[src/rtl/lc3_uarch_pkg.sv]
// Shared LC-3 micro-architecture definitions: microinstruction field positions,
// COND encodings, the fetch microstate and the microsequencer FSM states.
package lc3_uarch_pkg;

  localparam int IRD_BIT    = 51;
  localparam int COND_MSB   = 50;
  localparam int COND_LSB   = 48;
  localparam int J_MSB      = 47;
  localparam int J_LSB      = 42;
  localparam int J_W        = J_MSB - J_LSB + 1;
  localparam int LD_BEN_BIT = 35;

  localparam logic [2:0] COND_NONE      = 3'b000;
  localparam logic [2:0] COND_MEM_READY = 3'b001;
  localparam logic [2:0] COND_BEN       = 3'b010;
  localparam logic [2:0] COND_ADDR_MODE = 3'b011;
  localparam logic [2:0] COND_PSR       = 3'b100;
  localparam logic [2:0] COND_INT       = 3'b101;

  localparam int FETCH_UADDR = 18;

  typedef enum logic [1:0] {
    USEQ_IDLE  = 2'd0,
    USEQ_PRIME = 2'd1,
    USEQ_RUN   = 2'd2
  } useq_state_t;

endpackage

[src/rtl/lc3_ben_logic.sv]
// Combinational branch-enable expression, shared with the datapath checker.
module lc3_ben_logic (
  input  logic [2:0] ir_nzp,
  input  logic       n,
  input  logic       z,
  input  logic       p,
  output logic       ben
);

  assign ben = (ir_nzp[2] & n) | (ir_nzp[1] & z) | (ir_nzp[0] & p);

endmodule

[src/rtl/lc3_microsequencer.sv]
// LC-3 next-microaddress generator feeding a registered-read control store.
// Define LC3_USEQ_INT_EN to make COND=101 branch on the interrupt input.
module lc3_microsequencer
  import lc3_uarch_pkg::*;
#(
  parameter int UADDR_W     = 6,
  parameter int UINST_W     = 52,
  parameter int FETCH_UADDR = lc3_uarch_pkg::FETCH_UADDR
) (
  input  logic               i_CLK,
  input  logic               i_RST_N,
  input  logic [UINST_W-1:0] i_uinst,
  input  logic [15:0]        i_ir,
  input  logic               i_n,
  input  logic               i_z,
  input  logic               i_p,
  input  logic               i_mem_ready,
  input  logic               i_psr15,
  input  logic               i_int,
  input  logic               i_stall,
  output logic               o_read_en,
  output logic [UADDR_W-1:0] o_read_addr,
  output logic [UADDR_W-1:0] o_uaddr,
  output logic               o_ben,
  output logic               o_advance
);

  useq_state_t        state_reg, state_next;
  logic [UADDR_W-1:0] uaddr_reg;
  logic               ben_reg, ben_next, ben_calc;
  logic [2:0]         cond;
  logic [J_W-1:0]     j_field, j_mod;
  logic [UADDR_W-1:0] next_uaddr;
  logic               unused_bits;

  assign cond    = i_uinst[COND_MSB:COND_LSB];
  assign j_field = i_uinst[J_MSB:J_LSB];

  lc3_ben_logic u_ben_logic (
    .ir_nzp (i_ir[11:9]),
    .n      (i_n),
    .z      (i_z),
    .p      (i_p),
    .ben    (ben_calc)
  );

  // Branch modifiers OR a single status bit into J; BEN is always the registered copy.
  always_comb begin
    j_mod = '0;
    case (cond)
      COND_MEM_READY: j_mod[1] = i_mem_ready;
      COND_BEN:       j_mod[2] = ben_reg;
      COND_ADDR_MODE: j_mod[0] = i_ir[11];
      COND_PSR:       j_mod[3] = i_psr15;
`ifdef LC3_USEQ_INT_EN
      COND_INT:       j_mod[4] = i_int;
`else
      COND_INT:       j_mod    = '0;
`endif
      default:        j_mod    = '0;
    endcase
  end

  assign next_uaddr = i_uinst[IRD_BIT] ? UADDR_W'(i_ir[15:12])
                                       : UADDR_W'(j_field | j_mod);

  always_comb begin
    state_next  = state_reg;
    o_read_en   = 1'b0;
    o_read_addr = UADDR_W'(FETCH_UADDR);
    o_advance   = 1'b0;
    case (state_reg)
      USEQ_IDLE: state_next = USEQ_PRIME;
      USEQ_PRIME: begin
        state_next = USEQ_RUN;
        o_read_en  = 1'b1;
      end
      USEQ_RUN: begin
        o_read_en = 1'b1;
        // A stall re-reads the current word so the control store output stays put.
        if (i_stall) begin
          o_read_addr = uaddr_reg;
        end else begin
          o_read_addr = next_uaddr;
          o_advance   = 1'b1;
        end
      end
      default: state_next = USEQ_IDLE;
    endcase
  end

  assign ben_next = (o_advance && i_uinst[LD_BEN_BIT]) ? ben_calc : ben_reg;

  always_ff @(posedge i_CLK or negedge i_RST_N) begin
    if (!i_RST_N) begin
      state_reg <= USEQ_IDLE;
      uaddr_reg <= '0;
      ben_reg   <= 1'b0;
    end else begin
      state_reg <= state_next;
      if (o_read_en) uaddr_reg <= o_read_addr;
      ben_reg   <= ben_next;
    end
  end

  assign o_uaddr = uaddr_reg;
  assign o_ben   = ben_reg;

  // Datapath-only microinstruction bits and the remaining IR bits are not needed here.
  assign unused_bits = ^{i_uinst, i_ir, i_int};

endmodule

[config.mk]
export PLATFORM = sky130hd
export DESIGN_NAME = lc3_microsequencer
export DESIGN_NICKNAME = d
export VERILOG_FILES = /design/src/rtl/lc3_uarch_pkg.sv /design/src/rtl/lc3_ben_logic.sv /design/src/rtl/lc3_microsequencer.sv
export SDC_FILE = /design/constraint.sdc
export NUM_CORES = 1
export LEC_CHECK = 0
export ABC_AREA = 1
export CORE_MARGIN = 2
export CORE_UTILIZATION = 21
export CTS_CLUSTER_DIAMETER = 200
export CTS_CLUSTER_SIZE = 12
export DETAILED_ROUTE_END_ITERATION = 7
export PLACE_DENSITY = 0.85
export SLEW_MARGIN = 30
export SYNTH_ARGS = -nofsm -noshare
export SYNTH_HDL_FRONTEND = slang
export SYNTH_SLANG_ARGS = --single-unit
[constraint.sdc]
create_clock -name i_CLK -period 1.2 [get_ports i_CLK]
set_input_delay 0.24 -clock i_CLK [delete_from_list [all_inputs] [get_ports i_CLK]]
set_output_delay 0.24 -clock i_CLK [all_outputs]
set_load 0.05 [all_outputs]
==> out/summary.md, run 1 <==
* 6 — Largest register FFs
* 649.4 µm² — netlist area before placement
* 3553 µm² — overall die area
* -0.4838 ns — worst-case setup margin in the final layout
* 0 — MaxCap Viol Count
* 0.8431 — worst slew margin relative to its limit
* 9 — number of register bits inferred by synthesis
* flip-flops — category of cells accounting for the largest share of critical-path delay
* 0.7599 nW — Leakage
* 12.69 µm — wire per inst
* -0.4053 ns — Setup WS pre-CTS
* 0.08 ns — register clock-pin slew on the reported worst setup and hold paths
* 0 — count of unresolved DRC violations after routing
* 1.44 ns — data arrival at the endpoint of the critical path
* 10 — starting DRC count in detailed routing
* 0.4877 — layout cell share with drive strength beyond 1
* 0.2163 — starting density of the core
* 20 — number of core rows
* 17 — count of unique library cells instantiated by Yosys
* 3 — clock buffer count from CTS
* in2async — HP Class
* 6.626 µm² — mean cell area of the mapped netlist
* 2475 µm — Detailed Route WL
* 4 — Initial DRT Pass Iterations
* dfrtp_1 — master of the slowest instance on the critical path
* 8 — cells on worst reg2reg path
* nand2_1, clkdlybuf4s50_1, buf_12, buf_4, nor2_1 — commonest cells after routing, fill and taps aside
* 2 — Clock Tree Buf Depth
* 98 — synthesized instance count
* setup timing — failing checks
* 0.2347 ns — actual slew at the worst max-slew pin
* 0.0006396 V — maximum VDD drop
* 593.9 MHz — Max Fclk
* 178 — number of nets produced by synthesis
* reg2out — Crit Path Category
* 0.3468 — Seq/Total Area, Yosys
* output pin — crit end category
* 59.61 µm — die height
* nand2_4 — Most Frequent Cell on Critical Path
* 0 — count of antenna-violating nets left after detailed routing
* 1 — H-tree level count
* 0 — Final Max Slew Viols
* 0 — global-route congestion overflow total
* 791.8 nW/µm² — ratio of total power to cell area
* 0.01252 ns — clock skew
* 92 — Boundary Pins
* 3003 µm² — area of the core
* 0.40 ns — Critical Path Max Stage Delay
* 0.96 ns — worst endpoint required time
* 59.61 µm — Die Span X
* 7 — cell depth of the worst setup path
* 1.403 — final period utilization
* 0.27 ns — clock insertion delay at the later pin of the skew report
* 15 — final setup violation count
* 0 — # diodes
* 0.001266 W — Total Power
* 10 — largest net degree at the start of global routing
* 4.344 — Via-to-Cell Ratio
* 9 — # clock sinks
* yes — CTS tree
* 0 — hold buffers post-CTS
* 243 — number of nets at the end of the flow
* 0 — warning count from the yosys run
* clkbuf_4 — Root Buffer
* 146.2% — post-synthesis to final-layout area growth
* 922 — vias in the first global route
* inv_2 > ha_4 > nand2_4 > nor2_2 > nand2_2 > nand2_4 > buf_12 — cell chain of the critical path
* 2 — critical path buffer and inverter count
* 1704 µm — HPWL after detailed placement
* true — RSZ-0062 raised after global routing
* 6 — maximum fanout count along the critical path
* complete, but fails checks — outcome
* 40 — number of I/O port buffers
* 0.7057 — routability cong.
* 0 — Final Hold Viols
* flip-flop — Critical Path Source Type
* 0 — initial antenna violation count
* 847 — vias
* 1.684 ns — min Tclk post-route
* 3726 µm — wire length of the first global-routing pass
* 279 — count of fill cells added during filler insertion
* 0.1402 — total global routing track utilization
[report_power, final]
part	switching (W)	total (W)	internal, W
combinational	0.000323	0.000654	0.000332
clock	0.000119	0.000248	0.000128
sequential	0.0000342	0.000364	0.000330
total	0.000476	0.00127	0.000790
[path summary, 6_finish.rpt]
check                                       to  slack, ns         start
worst max-delay path            o_read_addr[3]      -0.48  state_reg[0]
worst min-delay path                o_uaddr[4]       0.25       i_RST_N
worst max register to register           o_ben      -0.21  state_reg[0]
worst min register to register      o_uaddr[1]       0.56    o_uaddr[1]
min in group i_CLK                  o_uaddr[1]       0.56    o_uaddr[1]
max in group asynchronous                o_ben       0.78       i_RST_N
[stage by stage]
| stage | setup TNS [ns] | hold WS, ns | util | area [µm²] | std cells |
|---|---|---|---|---|---|
| after floorplan | -0.7567 | -0.05559 | - | 724.4 | 98 |
| after global placement | -3.949 | 0.5445 | 0.4608 | 1384 | 181 |
| after detailed placement | -4.216 | 0.5481 | 0.4608 | 1384 | 181 |
| after CTS | -4.685 | 0.2568 | 0.5033 | 1511 | 194 |
| after global routing | -5.772 | 0.2631 | 0.5325 | 1599 | 195 |
| final | -4.881 | 0.2516 | 0.5325 | 1599 | 195 |
[layout make-up]
cell class                      instances  area [µm²]  share of cell area
Clock buffer                            4       26.28             0.01643
Inverter                               13       52.55             0.03286
Multi-Input combinational cell         74       505.5              0.3161
Sequential cell                         9       229.0              0.1432
Tap cell                               33       41.29             0.02582
Timing Repair Buffer                   62       744.5              0.4656
[worst reg2reg max path: cells and delay by family (launching register included)]
kind	cells	cell delay, ns
AO/OA/AOI/OAI	1	0.11
AND/OR/NAND/NOR	3	0.24
buffers and inverters	3	0.35
adder cells (fa/ha/maj)	1	0.18
flip-flops	1	0.40
[kinds of logic (layout without fill, tap and decap cells)]
family | count (synthesis) | in the layout | share of synthesized area
fa+ha+maj | 3 | 3 | 0.05781
flops | 9 | 9 | 0.3468
compound gates | 7 | 7 | 0.07515
simple gates | 64 | 64 | 0.4104
buf+inv | 15 | 79 | 0.1098
[synth_stat cells]
library cell / number / area (µm²)
nand2_1: 33 / 123.9
nor2_1: 20 / 75.07
inv_1: 11 / 41.29
dfrtp_1: 9 / 225.2
nand3_1: 5 / 25.02
ha_1: 3 / 37.54
nand2_2: 3 / 18.77
a21oi_1: 2 / 10.01
buf_6: 2 / 22.52
inv_2: 2 / 7.510
nand4_1: 2 / 12.51
a21boi_0: 1 / 7.510
a31oi_1: 1 / 6.260
nand2_4: 1 / 11.26
o211ai_2: 1 / 12.51
o21a_1: 1 / 7.510
o21ai_0: 1 / 5.000
[per-layer routing]
layer / track usage / routed length (µm) / part of all wire
met5: 0 / 0 / 0
met3: 0.03712 / 183 / 0.074
met4: 0.04762 / 0 / 0
met1: 0.1633 / 1042 / 0.42
met2: 0.2465 / 1250 / 0.51
[what timing repair did]
action	CTS	global route
setup buffers	9	5
pin swaps	16	9
endpoints found under the setup margin	15	18
gates resized for setup	12	27
No activity file was read; power rests on OpenSTA's default activity.
==> inputs of run 2 (changes only) <==
- ABC_CLOCK_PERIOD_IN_PS: default -> 1200
==> results of run 2 <==
Final layout, timing and power as in run 1 (identical DEF).
==> inputs of run 3 (changes only) <==
- CTS_CLUSTER_DIAMETER: 200 -> default
==> results of run 3 <==
Final layout, timing and power as in run 1 (identical DEF).
